==> src/rtl/mul_div_unit.sv <==
// Iterative MIPS multiply/divide unit holding the architectural HI/LO registers.
// Optional macro MULDIV_FAST_MULT_EN: single-cycle MULT/MULTU, divides stay iterative.
module mul_div_unit (
    input  logic        clk,
    input  logic        rst,
    input  logic [31:0] A,
    input  logic [31:0] B,
    input  logic [2:0]  MDctr,
    input  logic        start,
    output logic        busy,
    output logic        done,
    output logic [31:0] HI,
    output logic [31:0] LO
);

    typedef enum logic [1:0] {IDLE, CALC, FIX} state_t;

    localparam logic [2:0] OP_MULT  = 3'b001;
    localparam logic [2:0] OP_MULTU = 3'b010;
    localparam logic [2:0] OP_DIV   = 3'b011;
    localparam logic [2:0] OP_DIVU  = 3'b100;
    localparam logic [2:0] OP_MTHI  = 3'b101;
    localparam logic [2:0] OP_MTLO  = 3'b110;

    function automatic logic [31:0] mag32(input logic signed [31:0] v);
        return v[31] ? 32'(-v) : 32'(v);
    endfunction

    function automatic logic [31:0] cneg32(input logic [31:0] v, input logic en);
        return en ? 32'(-v) : v;
    endfunction

    function automatic logic [63:0] cneg64(input logic [63:0] v, input logic en);
        return en ? 64'(-v) : v;
    endfunction

    state_t      state;
    logic [4:0]  cnt;
    logic        is_div;
    logic        neg_res;
    logic        neg_rem;
    logic        div0;
    logic [31:0] a_raw;
    logic [31:0] mcand;
    logic [63:0] acc;

    logic        op_signed;
    logic [31:0] a_mag;
    logic [31:0] b_mag;
    logic [32:0] mul_sum;
    logic [63:0] mul_next;
    logic [32:0] div_trial;
    logic [32:0] div_diff;
    logic        div_ge;
    logic [63:0] div_next;
    logic [63:0] prod_fix;

    assign op_signed = (MDctr == OP_MULT) || (MDctr == OP_DIV);
    assign a_mag     = op_signed ? mag32(A) : A;
    assign b_mag     = op_signed ? mag32(B) : B;

    // Multiply: acc = {partial product high, remaining multiplier bits}
    assign mul_sum  = {1'b0, acc[63:32]} + (acc[0] ? {1'b0, mcand} : 33'd0);
    assign mul_next = {mul_sum, acc[31:1]};

    // Divide: acc = {partial remainder, remaining dividend / quotient bits}
    assign div_trial = acc[63:31];
    assign div_diff  = div_trial - {1'b0, mcand};
    assign div_ge    = div_trial >= {1'b0, mcand};
    assign div_next  = div_ge ? {div_diff[31:0], acc[30:0], 1'b1}
                              : {div_trial[31:0], acc[30:0], 1'b0};

    assign prod_fix = cneg64(acc, neg_res);

`ifdef MULDIV_FAST_MULT_EN
    logic [63:0] fast_prod;
    assign fast_prod = op_signed ? 64'($signed({{32{A[31]}}, A}) * $signed({{32{B[31]}}, B}))
                                 : 64'({32'd0, A} * {32'd0, B});
`endif

    always_ff @(posedge clk) begin
        if (rst) begin
            state <= IDLE;
            cnt   <= 5'd0;
            busy  <= 1'b0;
            done  <= 1'b0;
            HI    <= 32'd0;
            LO    <= 32'd0;
        end else begin
            done <= 1'b0;
            case (state)
                IDLE: begin
                    if (start) begin
                        case (MDctr)
                            OP_MTHI: HI <= A;
                            OP_MTLO: LO <= A;
                            OP_MULT, OP_MULTU: begin
`ifdef MULDIV_FAST_MULT_EN
                                HI   <= fast_prod[63:32];
                                LO   <= fast_prod[31:0];
                                done <= 1'b1;
`else
                                acc     <= {32'd0, b_mag};
                                mcand   <= a_mag;
                                is_div  <= 1'b0;
                                neg_res <= op_signed & (A[31] ^ B[31]);
                                neg_rem <= 1'b0;
                                div0    <= 1'b0;
                                cnt     <= 5'd0;
                                busy    <= 1'b1;
                                state   <= CALC;
`endif
                            end
                            OP_DIV, OP_DIVU: begin
                                acc     <= {32'd0, a_mag};
                                mcand   <= b_mag;
                                a_raw   <= A;
                                is_div  <= 1'b1;
                                neg_res <= op_signed & (A[31] ^ B[31]);
                                neg_rem <= op_signed & A[31];
                                div0    <= (B == 32'd0);
                                cnt     <= 5'd0;
                                busy    <= 1'b1;
                                state   <= CALC;
                            end
                            default: ;
                        endcase
                    end
                end
                CALC: begin
                    acc <= is_div ? div_next : mul_next;
                    cnt <= cnt + 5'd1;
                    if (cnt == 5'd31)
                        state <= FIX;
                end
                FIX: begin
                    if (!is_div) begin
                        HI <= prod_fix[63:32];
                        LO <= prod_fix[31:0];
                    end else if (div0) begin
                        HI <= a_raw;
                        LO <= 32'hFFFF_FFFF;
                    end else begin
                        HI <= cneg32(acc[63:32], neg_rem);
                        LO <= cneg32(acc[31:0], neg_res);
                    end
                    busy  <= 1'b0;
                    done  <= 1'b1;
                    state <= IDLE;
                end
                default: state <= IDLE;
            endcase
        end
    end

endmodule

==> config.mk <==
export PLATFORM = sky130hd
export DESIGN_NAME = mul_div_unit
export DESIGN_NICKNAME = d
export VERILOG_FILES = /design/src/rtl/mul_div_unit.sv
export SDC_FILE = /design/constraint.sdc
export NUM_CORES = 1
export LEC_CHECK = 0
export CORE_MARGIN = 4
export CORE_UTILIZATION = 35
export CTS_CLUSTER_DIAMETER = 200
export DETAILED_ROUTE_END_ITERATION = 10
export PLACE_DENSITY_LB_ADDON = 0.08
export SYNTH_ARGS = -nofsm -noshare
export SYNTH_HDL_FRONTEND = slang
export SYNTH_SLANG_ARGS = --single-unit
==> constraint.sdc <==
create_clock -name clk -period 10.3 [get_ports clk]
set_input_delay 2.06 -clock clk [delete_from_list [all_inputs] [get_ports clk]]
set_output_delay 2.06 -clock clk [all_outputs]
set_load 0.005 [all_outputs]
==> qor.csv <==
stage,metric,value,unit
outcome,status,"complete, no violations",
worst_setup_path,startpoint types,input pin,
worst_hold_path,Hold Path Class,reg -> reg,
placement,dpl hpwl,48.2,mm
logic_synthesis,Synth Area in Adders,0.0557,
final_layout,fin util,0.412,
floorplanning,FP Rows,79,
logic_synthesis,Async SR Flop Fraction,0,
cts,CTS tree,done,
global_route,initial antenna violation count,4,
final_layout,ratio of cells with drive above 1 in the final layout,0.0552,
final_layout,most frequent cells in the layout,"219 x nand2_1, 203 x a21oi_1, 162 x nor2_1",
worst_setup_path,CP endpoint kind,register,
placement,PortBufs,135,
timing,Worst Tran Pin Value,1050,ps
floorplanning,die area,50500,um^2
worst_setup_path,crit path max fanout,61,
timing,fin crit share,0.503,
logic_synthesis,mapped cell area,16400,um^2
timing,clk_skew,44.9,ps
timing,setup TNS,0,ps
floorplanning,area of the core,46500,um^2
floorplanning,Die H,225,um
placement,routability congestion estimate,0.923,
global_route,Global Route Usage Sum,0.243,
drt,vias,15900,
cts,post_cts resized,0,
cts,clock-pin transition on the worst setup and hold timing paths,60,ps
timing,Highest Clock Rate,193,MHz
final_layout,count of non-filler cells in the finished layout,2691,
placement,Placed Cells,2642,
logic_synthesis,Synth Area in Simple Gates,0.189,
power,Static Leak,7.07,nW
flow_run,Max Cap Viol,0,
worst_hold_path,Hold Crit Depth,2,
floorplanning,die width,225,um
global_route,number of global-route vias before repair,15300,
timing,Slew Limit Fails,0,
timing,Slew Limit Headroom,0.299,
global_route,largest net degree at the start of global routing,65,
logic_synthesis,fraction of synthesized cell area in xor and xnor cells,0.0890,
logic_synthesis,largest family of logic cells by synthesized area,compound AO/OA/AOI/OAI gates,
drt,Residual DRC,0,
global_route,met1 Use GR,0.335,
floorplanning,num ports,136,
drt,DR pass1 iterations,5,
global_route,routing usage on met3,0.0245,
worst_setup_path,crit path DAT,5430,ps
final_layout,Nets,2205,
power,P per Cell Area,130,nW/um^2
cts,CTS Buf Count,26,
logic_synthesis,Mapped Nets,2146,
logic_synthesis,compound-gate portion of the synthesized area,0.242,
global_route,first-pass GRT wire length,95.7,mm
logic_synthesis,#FFs+latches synth,205,
logic_synthesis,"Distinct cells, synth",77,
timing,hold_ws,455,ps
logic_synthesis,sequential fraction of the synthesis area,0.330,
worst_setup_path,required time of the critical path,10550,ps
drt,Avg WL per Cell,23.7,um
final_layout,"most common cell after layout, fill and taps aside",nand2_1,
cts,CTS root buf,clkbuf_16,
cts,post-CTS setup buffers,0,
global_route,GRT Residual Overflow,0,
global_route,GRT busiest layer,met2,
power,Worst VDD drop,0.111,mV
cts,Worst-Skew Late Latency,580,ps
timing,Final Hold Viols,0,
worst_setup_path,Worst Reg-to-Reg Cells,11,
global_route,met2 GRT Util,0.409,
power,Pwr Total,2.49,mW
cts,clock net sink count,205,
floorplanning,Initial Util,0.354,
logic_synthesis,"EDFF count, synth",132,
drt,via density per instance,5.90,
cts,CTS H-tree lvls,1,
logic_synthesis,Avg Inst Size Synth,8.20,um^2
worst_setup_path,Setup Crit Path Kind,in -> reg,
logic_synthesis,Main synth FF type,edfxtp_1,
drt,Routed WL,63.8,mm
final_layout,Area Overhead vs Synth,16.5,%
cts,hold buffer count at cts,0,
drt,DR iter-0 viols,1209,
timing,final setup fails,0,
cts,CTS max path bufs,3,
logic_synthesis,Syn Inst Count,2004,
logic_synthesis,Yosys Warn Count,0,
timing,post-layout minimum cycle time,5180,ps
timing,RSZ-0062 raised after global routing,no,
final_layout,# fillers,4736,
drt,ANT nets after route,0,
logic_synthesis,mux share of post-synthesis cell area,0.0491,
[critical path, stage by stage]
cell             delay (ps)
clkdlybuf4s50_1         550
nor2_1                   90
nand2_1                  70
o21a_2                  130
buf_4                   600
clkinv_1                930
nor2_1                  730
a221oi_1                190
[cell type report]
class / instances / area [um^2] / share of cell area
Inverter: 67 / 251 / 0.0131
Clock inverter: 10 / 66.3 / 0.00346
Timing Repair Buffer: 161 / 1540 / 0.0805
Tap cell: 607 / 759 / 0.0397
Antenna cell: 1 / 2.50 / 0.000131
Sequential cell: 205 / 5430 / 0.283
Clock buffer: 38 / 801 / 0.0418
Multi-Input combinational cell: 1602 / 10300 / 0.538
[cells in the mapped netlist (all sizes together) (16+ instances only)]
cell,n,area (um^2)
a211oi,41,308
a21o,32,240
a21oi,203,1020
a221oi,16,146
a31oi,39,244
buf,17,68.8
clkbuf,113,425
dfxtp,73,1460
edfxtp,132,3960
ha,70,876
inv,66,248
mux2i,75,751
nand2,219,822
nand2b,23,144
nand3,43,215
nand4,18,113
nor2,164,616
nor2b,21,131
nor3,34,175
nor4,17,113
o211ai,19,143
o21ai,142,711
o221ai,24,210
o31ai,33,248
or3,31,218
xnor2,96,841
xor2,71,622
[through the flow]
step,area (um^2),setup slack [ps]
global route,19200,4930
floorplan,16400,4350
detailed placement,18300,4650
global placement,18300,4700
CTS,19200,5250
finish,19200,5120
[routing by layer]
layer / vias to the layer above / share of wire
met4: 0 / 0.030
met3: 95 / 0.052
met5: - / 0
met1: 7756 / 0.44
li1: 7496 / -
met2: 525 / 0.48
[sequential cells by signal (all words and copies together), names as in the netlist]
register  count
neg_res       1
a_raw        32
div0          1
HI           32
mcand        32
cnt           5
done          1
LO           32
busy          1
acc          64
state         2
neg_rem       1
is_div        1
[logic make-up (layout without fill, tap and decap cells)]
| kind of cell | after synthesis | count (layout) |
|---|---|---|
| XOR/XNOR | 167 | 167 |
| multiplexers | 80 | 80 |
| adder cells (fa/ha/maj) | 72 | 72 |
| flip-flops | 205 | 205 |
| other | 0 | 1 |
| AND/OR/NAND/NOR | 646 | 646 |
| AO/OA/AOI/OAI | 637 | 637 |
| buffers and inverters | 197 | 276 |
[where the power goes]
part / internal (mW) / leakage (nW) / switching, mW
combinational: 0.226 / 4.82 / 0.359
sequential: 0.924 / 1.82 / 0.0505
clock: 0.542 / 0.431 / 0.392
total: 1.69 / 7.07 / 0.802
[worst paths after layout]
check | slack [ps] | end | start
max | 5120 | acc[23] | MDctr[1]
min | 450 | LO[13] | LO[13]
max reg2reg | 5930 | acc[57] | acc[33]
min reg2reg | 450 | LO[13] | LO[13]
No activity file was read; power rests on OpenSTA's default activity.
